$ cat src/rtl/div_unit_if.sv
// rtl/div_unit_if.sv - execute-stage divider request/result bundle
// Groups the divide request, pipeline control and result signals of div_unit.
interface div_unit_if #(
   parameter int WIDTH = 32
);
   logic             start;
   logic             signed_div;
   logic [WIDTH-1:0] a;
   logic [WIDTH-1:0] b;
   logic             cancel;
   logic             advance;
   logic             stall_div;
   logic             done;
   logic [WIDTH-1:0] result_lo;
   logic [WIDTH-1:0] result_hi;

   modport master (
      output start, signed_div, a, b, cancel, advance,
      input  stall_div, done, result_lo, result_hi
   );

   modport slave (
      input  start, signed_div, a, b, cancel, advance,
      output stall_div, done, result_lo, result_hi
   );
endinterface

$ cat src/rtl/div_unit.sv
// rtl/div_unit.sv - multi-cycle radix-2 restoring divider for MIPS DIV/DIVU
// Optional DIV_EARLY_EXIT_EN: finish in one cycle when |a| < |b| and b != 0.
module div_unit #(
   parameter int WIDTH = 32,
   parameter int CNT_W = 6
) (
   input  logic       clk,
   input  logic       rst,
   div_unit_if.slave  dif
);

   typedef enum logic [1:0] {
      IDLE = 2'd0,
      RUN  = 2'd1,
      DONE = 2'd2
   } state_t;

   state_t           state_q, state_d;
   logic [CNT_W-1:0] cnt_q, cnt_d;
   logic [WIDTH-1:0] rem_q, rem_d;
   logic [WIDTH-1:0] quo_q, quo_d;
   logic [WIDTH-1:0] dvs_q, dvs_d;
   logic             negq_q, negq_d;
   logic             negr_q, negr_d;
   logic [WIDTH-1:0] lo_q, lo_d;
   logic [WIDTH-1:0] hi_q, hi_d;
   logic             done_q, done_d;

   logic [WIDTH-1:0] mag_a, mag_b;
   logic             early;
   logic [WIDTH:0]   shifted;
   logic [WIDTH-1:0] diff;
   logic             diff_hi;
   logic             neg;
   logic [WIDTH-1:0] quo_next, rem_next;

   always_comb begin
      mag_a = (dif.signed_div && dif.a[WIDTH-1]) ? -dif.a : dif.a;
      mag_b = (dif.signed_div && dif.b[WIDTH-1]) ? -dif.b : dif.b;
`ifdef DIV_EARLY_EXIT_EN
      early = (dif.b != '0) && (mag_a < mag_b);
`else
      early = 1'b0;
`endif
      shifted         = {rem_q, quo_q[WIDTH-1]};
      {diff_hi, diff} = shifted - {1'b0, dvs_q};
      // A set top bit of the shifted remainder already exceeds any divisor.
      neg      = ~shifted[WIDTH] & diff_hi;
      quo_next = {quo_q[WIDTH-2:0], ~neg};
      rem_next = neg ? shifted[WIDTH-1:0] : diff;
   end

   always_comb begin
      state_d = state_q;
      cnt_d   = cnt_q;
      rem_d   = rem_q;
      quo_d   = quo_q;
      dvs_d   = dvs_q;
      negq_d  = negq_q;
      negr_d  = negr_q;
      lo_d    = lo_q;
      hi_d    = hi_q;
      done_d  = done_q;
      if (dif.cancel) begin
         state_d = IDLE;
         cnt_d   = '0;
         done_d  = 1'b0;
      end else begin
         case (state_q)
            IDLE: begin
               if (dif.start) begin
                  if (dif.b == '0) begin
                     state_d = DONE;
                     lo_d    = '1;
                     hi_d    = dif.a;
                     done_d  = 1'b1;
                  end else if (early) begin
                     state_d = DONE;
                     lo_d    = '0;
                     hi_d    = dif.a;
                     done_d  = 1'b1;
                  end else begin
                     state_d = RUN;
                     rem_d   = '0;
                     quo_d   = mag_a;
                     dvs_d   = mag_b;
                     negq_d  = dif.signed_div & (dif.a[WIDTH-1] ^ dif.b[WIDTH-1]);
                     negr_d  = dif.signed_div & dif.a[WIDTH-1];
                     cnt_d   = '0;
                  end
               end
            end
            RUN: begin
               rem_d = rem_next;
               quo_d = quo_next;
               cnt_d = cnt_q + 1'b1;
               if (cnt_q == CNT_W'(WIDTH - 1)) begin
                  state_d = DONE;
                  cnt_d   = '0;
                  done_d  = 1'b1;
                  lo_d    = negq_q ? -quo_next : quo_next;
                  hi_d    = negr_q ? -rem_next : rem_next;
               end
            end
            DONE: begin
               // Start is ignored here so the same E-stage instruction cannot restart.
               if (dif.advance) begin
                  state_d = IDLE;
                  done_d  = 1'b0;
               end
            end
            default: begin
               state_d = IDLE;
               done_d  = 1'b0;
            end
         endcase
      end
   end

   always_ff @(posedge clk) begin
      if (rst) begin
         state_q <= IDLE;
         cnt_q   <= '0;
         rem_q   <= '0;
         quo_q   <= '0;
         dvs_q   <= '0;
         negq_q  <= 1'b0;
         negr_q  <= 1'b0;
         lo_q    <= '0;
         hi_q    <= '0;
         done_q  <= 1'b0;
      end else begin
         state_q <= state_d;
         cnt_q   <= cnt_d;
         rem_q   <= rem_d;
         quo_q   <= quo_d;
         dvs_q   <= dvs_d;
         negq_q  <= negq_d;
         negr_q  <= negr_d;
         lo_q    <= lo_d;
         hi_q    <= hi_d;
         done_q  <= done_d;
      end
   end

   assign dif.stall_div = ((state_q == IDLE) && dif.start && !dif.cancel) || (state_q == RUN);
   assign dif.done      = done_q;
   assign dif.result_lo = lo_q;
   assign dif.result_hi = hi_q;

endmodule

$ cat src/flat_wrapper.sv
// flat-port wrapper written by rule: the top's interface ports become plain ports
module div_unit_flat 
#(
   parameter int WIDTH = 32,
   parameter int CNT_W = 6
)
  (clk, rst, dif_start, dif_signed_div, dif_a, dif_b, dif_cancel, dif_advance, dif_stall_div, dif_done, dif_result_lo, dif_result_hi);
  div_unit_if #(.WIDTH(WIDTH)) dif_i ();
  input  logic clk;
  input  logic rst;
  input wire logic [$bits(dif_i.start)-1:0] dif_start;
  input wire logic [$bits(dif_i.signed_div)-1:0] dif_signed_div;
  input wire logic [$bits(dif_i.a)-1:0] dif_a;
  input wire logic [$bits(dif_i.b)-1:0] dif_b;
  input wire logic [$bits(dif_i.cancel)-1:0] dif_cancel;
  input wire logic [$bits(dif_i.advance)-1:0] dif_advance;
  output wire logic [$bits(dif_i.stall_div)-1:0] dif_stall_div;
  output wire logic [$bits(dif_i.done)-1:0] dif_done;
  output wire logic [$bits(dif_i.result_lo)-1:0] dif_result_lo;
  output wire logic [$bits(dif_i.result_hi)-1:0] dif_result_hi;
  assign dif_i.start = dif_start;
  assign dif_i.signed_div = dif_signed_div;
  assign dif_i.a = dif_a;
  assign dif_i.b = dif_b;
  assign dif_i.cancel = dif_cancel;
  assign dif_i.advance = dif_advance;
  assign dif_stall_div = dif_i.stall_div;
  assign dif_done = dif_i.done;
  assign dif_result_lo = dif_i.result_lo;
  assign dif_result_hi = dif_i.result_hi;
  div_unit #(.WIDTH(WIDTH), .CNT_W(CNT_W)) u_core (.clk(clk), .rst(rst), .dif(dif_i));
endmodule
$ cat config.mk
export PLATFORM = sky130hd
export DESIGN_NAME = div_unit_flat
export DESIGN_NICKNAME = d
export VERILOG_FILES = /design/src/rtl/div_unit_if.sv /design/src/rtl/div_unit.sv /design/src/flat_wrapper.sv
export SDC_FILE = /design/constraint.sdc
export NUM_CORES = 1
export LEC_CHECK = 0
export ABC_AREA = 1
export BUFFER_PORTS_ARGS = -buffer_cell sky130_fd_sc_hd__buf_2
export CAP_MARGIN = 40
export CORE_ASPECT_RATIO = 1.25
export CORE_MARGIN = 2
export CORE_UTILIZATION = 65
export DETAILED_ROUTE_END_ITERATION = 7
export PLACE_DENSITY_LB_ADDON = 0.2
export SLEW_MARGIN = 10
export SYNTH_ARGS = -nofsm -noshare
export SYNTH_HDL_FRONTEND = slang
export SYNTH_SLANG_ARGS = --single-unit
$ cat constraint.sdc
create_clock -name clk -period 9.85 [get_ports clk]
set_input_delay 0.4925 -clock clk [delete_from_list [all_inputs] [get_ports clk]]
set_output_delay 0.4925 -clock clk [all_outputs]
set_load 0.02 [all_outputs]
# [Yosys cells after proc, flatten, opt, wreduce, memory -nomap -nowiden]
# Cells that the tools add are included.
[word_totals] reg_bits=171 input_bits=70 output_inout_bits=66 wordCells=81
[classes] add_sub_neg=6 n_eq_ne=8 n_mux=33 bitwise=8 n_reduce_logical=16
[ops] operator="32-bit 2-to-1 mux" n=15
[ops] operator="32-bit one-hot mux with 2 select lines" n=4
[ops] operator="32-bit negation" n=4
[ops] operator="33-bit by 32-bit subtractor with 33-bit output" n=1
[ops] operator="32-bit zero test" n=1
[ops] operator="6-bit 2-to-1 mux" n=3
[ops] operator="6-bit one-hot mux with 2 select lines" n=1
[ops] operator="4-bit AND reduction" n=3
[ops] operator="2-bit 2-to-1 mux" n=4
[ops] operator="6-bit by 1-bit adder with 6-bit output, second input constant" n=1
[ops] operator="6-bit by 5-bit == test with 1-bit output, second input constant" n=1
[ops] operator="2-bit != test, second input constant" n=3
[ops] operator="2-bit one-hot mux with 3 select lines" n=1
[ops] operator="3-bit AND reduction" n=2
[ops] operator="5-bit AND reduction" n=1
[ops] operator="1-bit logical AND" n=4
[ops] operator="1-bit 2-to-1 mux" n=4
[ops] operator="2-bit by 1-bit != test with 1-bit output, second input constant" n=2
[ops] operator="1-bit NOT" n=4
[ops] operator="1-bit bitwise AND" n=3
[ops] operator="1-bit one-hot mux with 3 select lines" n=1
[ops] operator="2-bit by 1-bit == test with 1-bit output, second input constant" n=1
[ops] operator="2-bit == test, second input constant" n=1
[ops] operator="2-bit zero test" n=1
[ops] operator="other kinds (5)" n=5

# [Logic depth before layout (Yosys ltp)]
# Gate-level depths: netlist of run 1.
[depth] word_depth=7 mapped_depth=30 depth_no_buf=29

# [Worst setup path before layout of run 1]
# Ideal clock, no wire load.
[synth_timing] path_kind="reg2reg" startpoint="register u_core.quo_q[31]" endpoint="register u_core.lo_q[30], in the netlist u_core.dif.result_lo[30]" setup_ns=0.117 arrival_time_ns=3.488 required_time_ns=9.733 setup_slack_ns=6.244 path_stages_with_launch=31 n_path_buf=1 period_less_slack_ns=3.606 cell_sequence="dfxtp_1 > inv_1 > ha_1 > inv_1 > fa_1 > nand2_1 > nand2_1 > nand3_1 > nand2_2 > nand2_1 > nand2_2 > nand2_4 > nand2_8 > clkinv_2 > buf_6 > ha_1 > inv_1 > nor3_1 > inv_1 > nor3_1 > nand3_1 > nor2_1 > nand3_1 > nand2_1 > nand2_1 > nor2_1 > o21ai_0 > nand2_1 > nand2_1 > o221ai_1 > inv_1"
[synth_between] elab_chain_cells=7
[synth_lines] element="from (decl)" line="div_unit.sv:21" source="logic [WIDTH-1:0] quo_q, quo_d;"
[synth_lines] element="from (signal assigned)" line="div_unit.sv:136" source="quo_q <= quo_d;"
[synth_lines] element="33-bit by 32-bit subtractor with 33-bit output" line="div_unit.sv:46" source="{diff_hi, diff} = shifted - {1'b0, dvs_q};"
[synth_lines] element="1-bit bitwise AND" line="div_unit.sv:48" source="neg = ~shifted[WIDTH] & diff_hi;"
[synth_lines] element="1-bit NOT" line="div_unit.sv:49" source="quo_next = {quo_q[WIDTH-2:0], ~neg};"
[synth_lines] element="32-bit negation" line="div_unit.sv:101" source="lo_d = negq_q ? -quo_next : quo_next;"
[synth_lines] element="32-bit 2-to-1 mux" line="div_unit.sv:101"
[synth_lines] element="32-bit 2-to-1 mux" line="div_unit.sv:97" source="if (cnt_q == CNT_W'(WIDTH - 1)) begin"
[synth_lines] element="32-bit one-hot mux with 2 select lines" line="div_unit.sv:69" source="case (state_q)"
[synth_lines] element="to (signal assigned)" line="div_unit.sv:140" source="lo_q <= lo_d;"
[synth_lines] element="to (decl)" line="div_unit.sv:25" source="logic [WIDTH-1:0] lo_q, lo_d;"
# No other way between the ends. The select of a mux whose other input is x is not followed.
# A chain may end at the register's enable or synchronous reset.

# [Final worst setup path of run 1]
[layout_timing] startpoint="register u_core.quo_q[31]" endpoint="register u_core.lo_q[28], in the netlist u_core.dif.result_lo[28]"
# Same word-level chain as after synthesis.

==> metrics.yaml, run 1 <==
sta:
  period_needed_ns: 4.61
  setup_violations: 0
  tightest_slew_ns: 0.859
  fin_skew_ns: 0.0129
  hold_violations: 0
  rsz0062_at_grt: "no"
  fmax_mhz: 217
  maxSlewHeadroom_pct: 42.7
  min_period_over_period_pct: 46.8
  finalMaxSlewViolations: 0
  fin_setup_tns_ns: 0
setup_path:
  r2r-start: "u_core.quo_q[31]"
  required_ns: 10.21
  worst_setup_path_end_kind: "flip-flop"
  crit_path_start_kind: "flip-flop"
  path_delay_family: "simple AND/OR/NAND/NOR gates"
  cp_common_cell: "inv_1"
  crit_type: "flip-flop to flip-flop"
  slowest_delay_ns: 0.42
  slowest_stage: "fa_1"
  cp.arrival_ns: 4.97
  worst-path-max-fanout: 53
  crit_start: "u_core.quo_q[31]"
  critPathBufInv: 6
drt:
  route.detailed.drc: 2
  routed_wl_um: 42900
  drtIter0Drc: 1861
  via_count: 14631
  dr.pass1.iters: 8
  ant_nets: 0
  detail_route.wl_per_cell_um: 17.4
  viasPerCell: 5.92
power_and_ir_drop:
  vdd_ir_drop_max_v: 0.000133
  p_leak_nw: 6.85
  power_density_nw_per_um2: 134
global_route:
  grt_pass1_wl_um: 67600
  track_usage_pct: 41.1
  overflow: 0
  antenna_found_initial: 0
  grt_pass1_vias: 13423
  grt_max_degree: 80
clock_tree:
  cts.sinks: 171
  numCtsBuffers: 17
  cts_resized: 0
  ctsHoldBuffers: 0
  cts_setup_buffers: 0
  h-tree-depth: 4
  clock_latency_ns: 0.44
  clk_pin_slew_ns: 0.07
  cts_buffer_depth: 2
  cts_tree: "done"
  clockRootBuffer: "clkbuf_16"
floorplan:
  core_um2: 19400
  num_rows: 57
  die_x_um: 130
  die-area_um2: 20800
  die_height_um: 161
  start_util_pct: 66.0
  io_pins: 136
logic_synthesis:
  synthesis.nets: 2217
  netlist_instances: 2109
  ys_warn_count: 0
  ys_seq_area_share_pct: 26.7
  avgSynthCellArea_um2: 6.07
  ys_ff_latch: 171
  synth_area_um2: 12800
  synth_cell_types: 59
cells_and_area:
  postLayoutCellArea_um2: 14200
  nFillCells: 1711
  area.sequential_um2: 3420
  multi_input_area_um2: 7910
  synthToLayoutAreaGrowth_pct: 10.7
  fin_cells: 2470
  finalNetCount: 2301
  diodes: 0
  drive_gt1_share_pct: 11.7
job:
  cap_violations: 0
placement:
  routabilityCongestion: 1.02
  placed_cells: 2439
  io_buffer_count: 135
  hpwlAfterDp_um: 32400
  placed_area_um2: 13600
status:
  outcome: "complete, but fails checks"
  violations: "design-rule violations"
worst_hold_path:
  min-delay-start: "dif_a[30]"
  hp-class: "input port to flip-flop"
layout by cell type (no fill, tap or decap), types with 12 or more instances in the layout:
master	synthesis	final
nand3_1	157	157
a211oi_1	15	15
o21ai_0	119	119
xor2_1	29	29
inv_1	290	290
nor3_1	37	36
buf_4	0	14
o221ai_1	15	15
buf_2	8	134
xnor2_1	17	17
nand4_1	27	27
a21oi_1	189	189
ha_1	37	37
o211ai_1	12	12
dfxtp_1	171	171
nand2_2	22	22
nand2_1	538	538
nor2_1	197	196
a31oi_1	22	22
clkbuf_16	0	17
power by group:
part | leakage, nW | internal (mW) | switching, mW | total (mW)
clock | 0.277 | 0.360 | 0.304 | 0.664
combinational | 5.18 | 0.146 | 0.339 | 0.486
sequential | 1.39 | 0.723 | 0.0243 | 0.747
total | 6.85 | 1.23 | 0.668 | 1.90
worst min-delay path, delay by kind of cell:
family | cells | cell delay [ns]
AO/OA/AOI/OAI | 1 | 0.07
AND/OR/NAND/NOR | 1 | 0.08
buffers and inverters | 1 | 0.11
state kept, by name, indices dropped and copies added (netlist names):
register              cells
u_core.dif.result_hi     32
u_core.rem_q             32
u_core.quo_q             32
u_core.negr_q             1
u_core.dvs_q             32
u_core.dif.result_lo     32
u_core.dif.done           1
u_core.state_q            2
u_core.negq_q             1
u_core.cnt_q              6
final cells by class:
cell class,count,share of cell area (%)
flip-flops and latches,171,24.1
inverters,303,8.03
well taps,265,2.34
clock inverters,13,0.944
clock buffers,18,3.10
repair buffers,149,5.66
multi-input cells,1551,55.8
stage by stage:
| step | worst slack [ns] | power [mW] | util [%] | hold WS (ns) |
|---|---|---|---|---|
| 2_1_floorplan | 6.24 | 1.09 | - | 0.432 |
| 3_3_place_gp | 5.50 | 1.22 | 70.0 | 0.449 |
| 3_5_place_dp | 5.41 | 1.23 | 70.2 | 0.452 |
| 4_1_cts | 5.37 | 1.88 | 73.1 | 0.363 |
| 5_1_grt | 4.87 | 1.97 | 73.1 | 0.392 |
| 6_report | 5.24 | 1.90 | 73.1 | 0.366 |
cell usage after synthesis (all sizes together):
| cell | count | area [um2] |
|---|---|---|
| nand2 | 565 | 2220 |
| inv | 297 | 1110 |
| nor2 | 213 | 865 |
| a21oi | 192 | 980 |
| dfxtp | 171 | 3420 |
| nand3 | 160 | 823 |
| o21ai | 131 | 674 |
| clkbuf | 61 | 229 |
| nor3 | 40 | 221 |
| ha | 37 | 463 |
| xor2 | 29 | 254 |
| nand4 | 28 | 181 |
| buf | 23 | 126 |
| a31oi | 22 | 138 |
| xnor2 | 17 | 149 |
| a211oi | 15 | 113 |
| o221ai | 15 | 131 |
| or2 | 14 | 87.6 |
| o211ai | 12 | 90.1 |
| a311oi | 8 | 70.1 |
| nand3b | 8 | 60.1 |
| nor4 | 8 | 50.1 |
| o21bai | 7 | 63.8 |
| o31ai | 7 | 52.6 |
| clkinv | 6 | 23.8 |
| o22ai | 5 | 31.3 |
| a2111oi | 4 | 35.0 |
| a41oi | 3 | 26.3 |
| a2bb2oi | 2 | 17.5 |
| a31o | 2 | 17.5 |
| a21boi | 1 | 7.51 |
| a221oi | 1 | 8.76 |
| a41o | 1 | 10.0 |
| fa | 1 | 20.0 |
| o211a | 1 | 10.0 |
| o311ai | 1 | 8.76 |
| o41ai | 1 | 8.76 |
kinds of logic after synthesis:
kind of cell	count (synthesis)	synth area share (%)
compound gates	431	19.5
simple gates	1036	35.2
fa+ha+maj	38	3.77
xor+xnor	46	3.15
buf+inv	387	11.7
flops	171	26.7
layer usage:
| metal | wire [um] | global-route usage (%) | part of all wire [%] | up-vias |
|---|---|---|---|---|
| met2 | 20600 | 68.8 | 48 | 775 |
| met3 | 3420 | 6.53 | 8.0 | 167 |
| met1 | 15600 | 47.5 | 36 | 6612 |
| met5 | 0 | 0 | 0 | - |
| met4 | 3320 | 28.3 | 7.7 | 0 |
| li1 | - | - | - | 7077 |
final timing paths:
kind	end	slack (ns)	cells past startpoint
max	u_core.dif.result_lo[28]	5.24	28
min	u_core.quo_q[30]	0.37	3
max reg2reg	u_core.dif.result_lo[28]	5.24	28
min reg2reg	u_core.dif.result_lo[31]	0.46	2
No activity file was read; power rests on OpenSTA's default activity.
==> run 2, diff against run 1 <==
- CORE_UTILIZATION: 65 -> 55
- clock period: 9.85 -> 4 ns (I/O delays scaled with it)
==> run 2 against run 1 <==
The run now ends clean. Final cell count rose by 1.5%. Fmax rose by 24%. Count of clock-buffer cells in the layout rose by 4. Non-clock buffer count rose by 13. Total power rose to 2.6 times the previous value. Routed wire length rose by 4.5%. Clock skew fell by 0.0025 ns. Sequential cell count did not move. Register-to-register slack got worse by 5.0 ns. Sequential power rose by 150%. Global-route usage fell by 4.7 points. Hold slack got worse by 0.29 ns. Critical path type unchanged. Largest cell class unchanged. Highest routed layer unchanged.
==> metrics.yaml, run 2 (synthesis results as in run 1) <==
clock_tree:
  clockRootBuffer: "clkbuf_16"  # unchanged
  ctsHoldBuffers: 0  # unchanged
  cts_buffer_depth: 2  # unchanged
  clk_pin_slew_ns: 0.07  # about the same
  clock_latency_ns: 0.45  # was 0.44 ns
  h-tree-depth: 4  # unchanged
  cts_tree: "done"  # unchanged
  cts.sinks: 171  # unchanged
  numCtsBuffers: 17  # unchanged
floorplan:
  die_height_um: 175  # was 161 um
  io_pins: 136  # unchanged
  start_util_pct: 55.8  # was 66.0%
  core_um2: 23000  # was 19400 um2
  num_rows: 62  # was 57
  die-area_um2: 24500  # was 20800 um2
  die_x_um: 140  # was 130 um
global_route:
  overflow: 0  # unchanged
  antenna_found_initial: 0  # unchanged
  grt_max_degree: 74  # was 80
  grt_pass1_wl_um: 70400  # was 67600 um
  grt_pass1_vias: 13403  # about the same
  track_usage_pct: 36.4  # was 41.1%
sta:
  rsz0062_at_grt: "no"  # unchanged
  setup_violations: 0  # unchanged
  min_period_over_period_pct: 93.3  # was 46.8%
  maxSlewHeadroom_pct: 44.1  # was 42.7%
  fmax_mhz: 268  # was 217 MHz
  worst_slack_ns: 0.269  # was 5.24 ns
  period_needed_ns: 3.73  # was 4.61 ns
  hold_violations: 0  # unchanged
  tightest_slew_ns: 0.838  # was 0.859 ns
  fin_setup_tns_ns: 0  # unchanged
  finalMaxSlewViolations: 0  # unchanged
  fin_skew_ns: 0.0104  # was 0.0129 ns
placement:
  io_buffer_count: 135  # unchanged
  routabilityCongestion: 1.01  # was 1.02
  hpwlAfterDp_um: 34400  # was 32400 um
  dp_slack_ns: 0.0141  # was 5.41 ns
power_and_ir_drop:
  power_density_nw_per_um2: 338  # was 134 nW/um2
  p_leak_nw: 6.94  # was 6.85 nW
  vdd_ir_drop_max_v: 0.000294  # was 0.000133 V
status:
  outcome: "completed"  # was complete, but fails checks
setup_path:
  required_ns: 4.36  # was 10.21 ns
  slowest_stage: "fa_2"  # was fa_1
  crit_type: "flip-flop to flip-flop"  # unchanged
  worst_setup_path_end_kind: "flip-flop"  # unchanged
  worst-path-max-fanout: 4  # was 53
  crit_path_start_kind: "flip-flop"  # unchanged
  slowest_delay_ns: 0.41  # was 0.42 ns
  cp.arrival_ns: 4.10  # was 4.97 ns
cells_and_area:
  nFillCells: 2253  # was 1711
  area.sequential_um2: 3420  # about the same
  synthToLayoutAreaGrowth_pct: 12.8  # was 10.7%
  drive_gt1_share_pct: 12.8  # was 11.7%
  diodes: 0  # unchanged
  finalNetCount: 2314  # was 2301
  layout_commonest_cell: "nand2_1"  # unchanged
  mostFrequentLayoutCells: "nand2_1, inv_1, nor2_1"  # unchanged
  multi_input_area_um2: 7970  # was 7910 um2
drt:
  ant_nets: 0  # unchanged
  route.detailed.drc: 0  # was 2
  drtIter0Drc: 1157  # was 1861
  detail_route.wl_per_cell_um: 17.9  # was 17.4 um
  viasPerCell: 5.73  # was 5.92
  routed_wl_um: 44900  # was 42900 um
  via_count: 14359  # was 14.6k
  dr.pass1.iters: 6  # was 8
job:
  cap_violations: 0  # unchanged
worst_hold_path:
  hp-class: "input port to flip-flop"  # unchanged
==> run 2: changes by cell type in the layout (fill, tap and decap cells not counted), moves of 3 or more <==
cell       previous run  this run
nand2_2              22        25
inv_6                 3         0
buf_4                14        25
nand2_1             538       535
clkinv_4              4         1
bufinv_16             1         4
==> run 2: final cells by class <==
| cell class | count | area share [%] |
|---|---|---|
| Multi-Input combinational cell | 1551 | 55.2 |
| Clock inverter | 10 | 1.13 |
| Sequential cell | 171 | 23.7 |
| Timing Repair Buffer | 162 | 6.34 |
| Tap cell | 288 | 2.49 |
| Inverter | 303 | 7.88 |
| Clock buffer | 22 | 3.28 |
==> run 2: worst paths after layout <==
path,from,endpoint,slack (ns),depth (start not counted)
min reg2reg,u_core.dif.result_lo[13],u_core.dif.result_lo[13],0.46,2
max,u_core.quo_q[31],u_core.dif.result_lo[14],0.27,25
min,dif_a[30],u_core.quo_q[30],0.07,3
max reg2reg,u_core.quo_q[31],u_core.dif.result_lo[14],0.27,25
==> run 2: stage by stage <==
stage	power (mW)	instance area, um2	hold slack [ns]	util [%]	std cells
finish	4.89	14400	0.0718	62.9	2507
global route	5.10	14400	0.0827	62.9	2507
CTS	4.85	14300	0.0558	62.4	2503
detailed placement	3.05	13700	0.453	59.7	2471
global placement	3.04	13700	0.449	59.7	2471
floorplan	2.69	12800	0.354	-	2109
==> run 2: worst max-delay path, delay by kind of cell, from the launching register on <==
family | cells | cell delay [ns]
and+or+nand+nor | 14 | 1.83
DFF | 1 | 0.34
AOI/OAI and AO/OA | 2 | 0.28
buffers and inverters | 6 | 0.49
adders and majority gates | 3 | 0.71
==> run 2: what timing repair did <==
action,in CTS,in global routing
endpoints found under the setup margin,1,18
cloned,0,1
pin swaps,0,9
buffers inserted,0,3
gates resized for setup,1,19
==> run 2: metal layers <==
metal  vias up  part of all wire [%]  GRT usage (%)
met3       117                   5.5           4.91
li1       7097                     -              -
met4         0                   6.5           22.0
met1      6585                    39           42.0
met2       560                    49           63.8
met5         -                     0              0
==> run 2: power breakdown <==
part	total, mW	internal (mW)	switching (mW)
registers	1.84	1.78	0.0611
clock network	1.82	1.10	0.729
logic	1.22	0.377	0.848
total	4.89	3.25	1.64
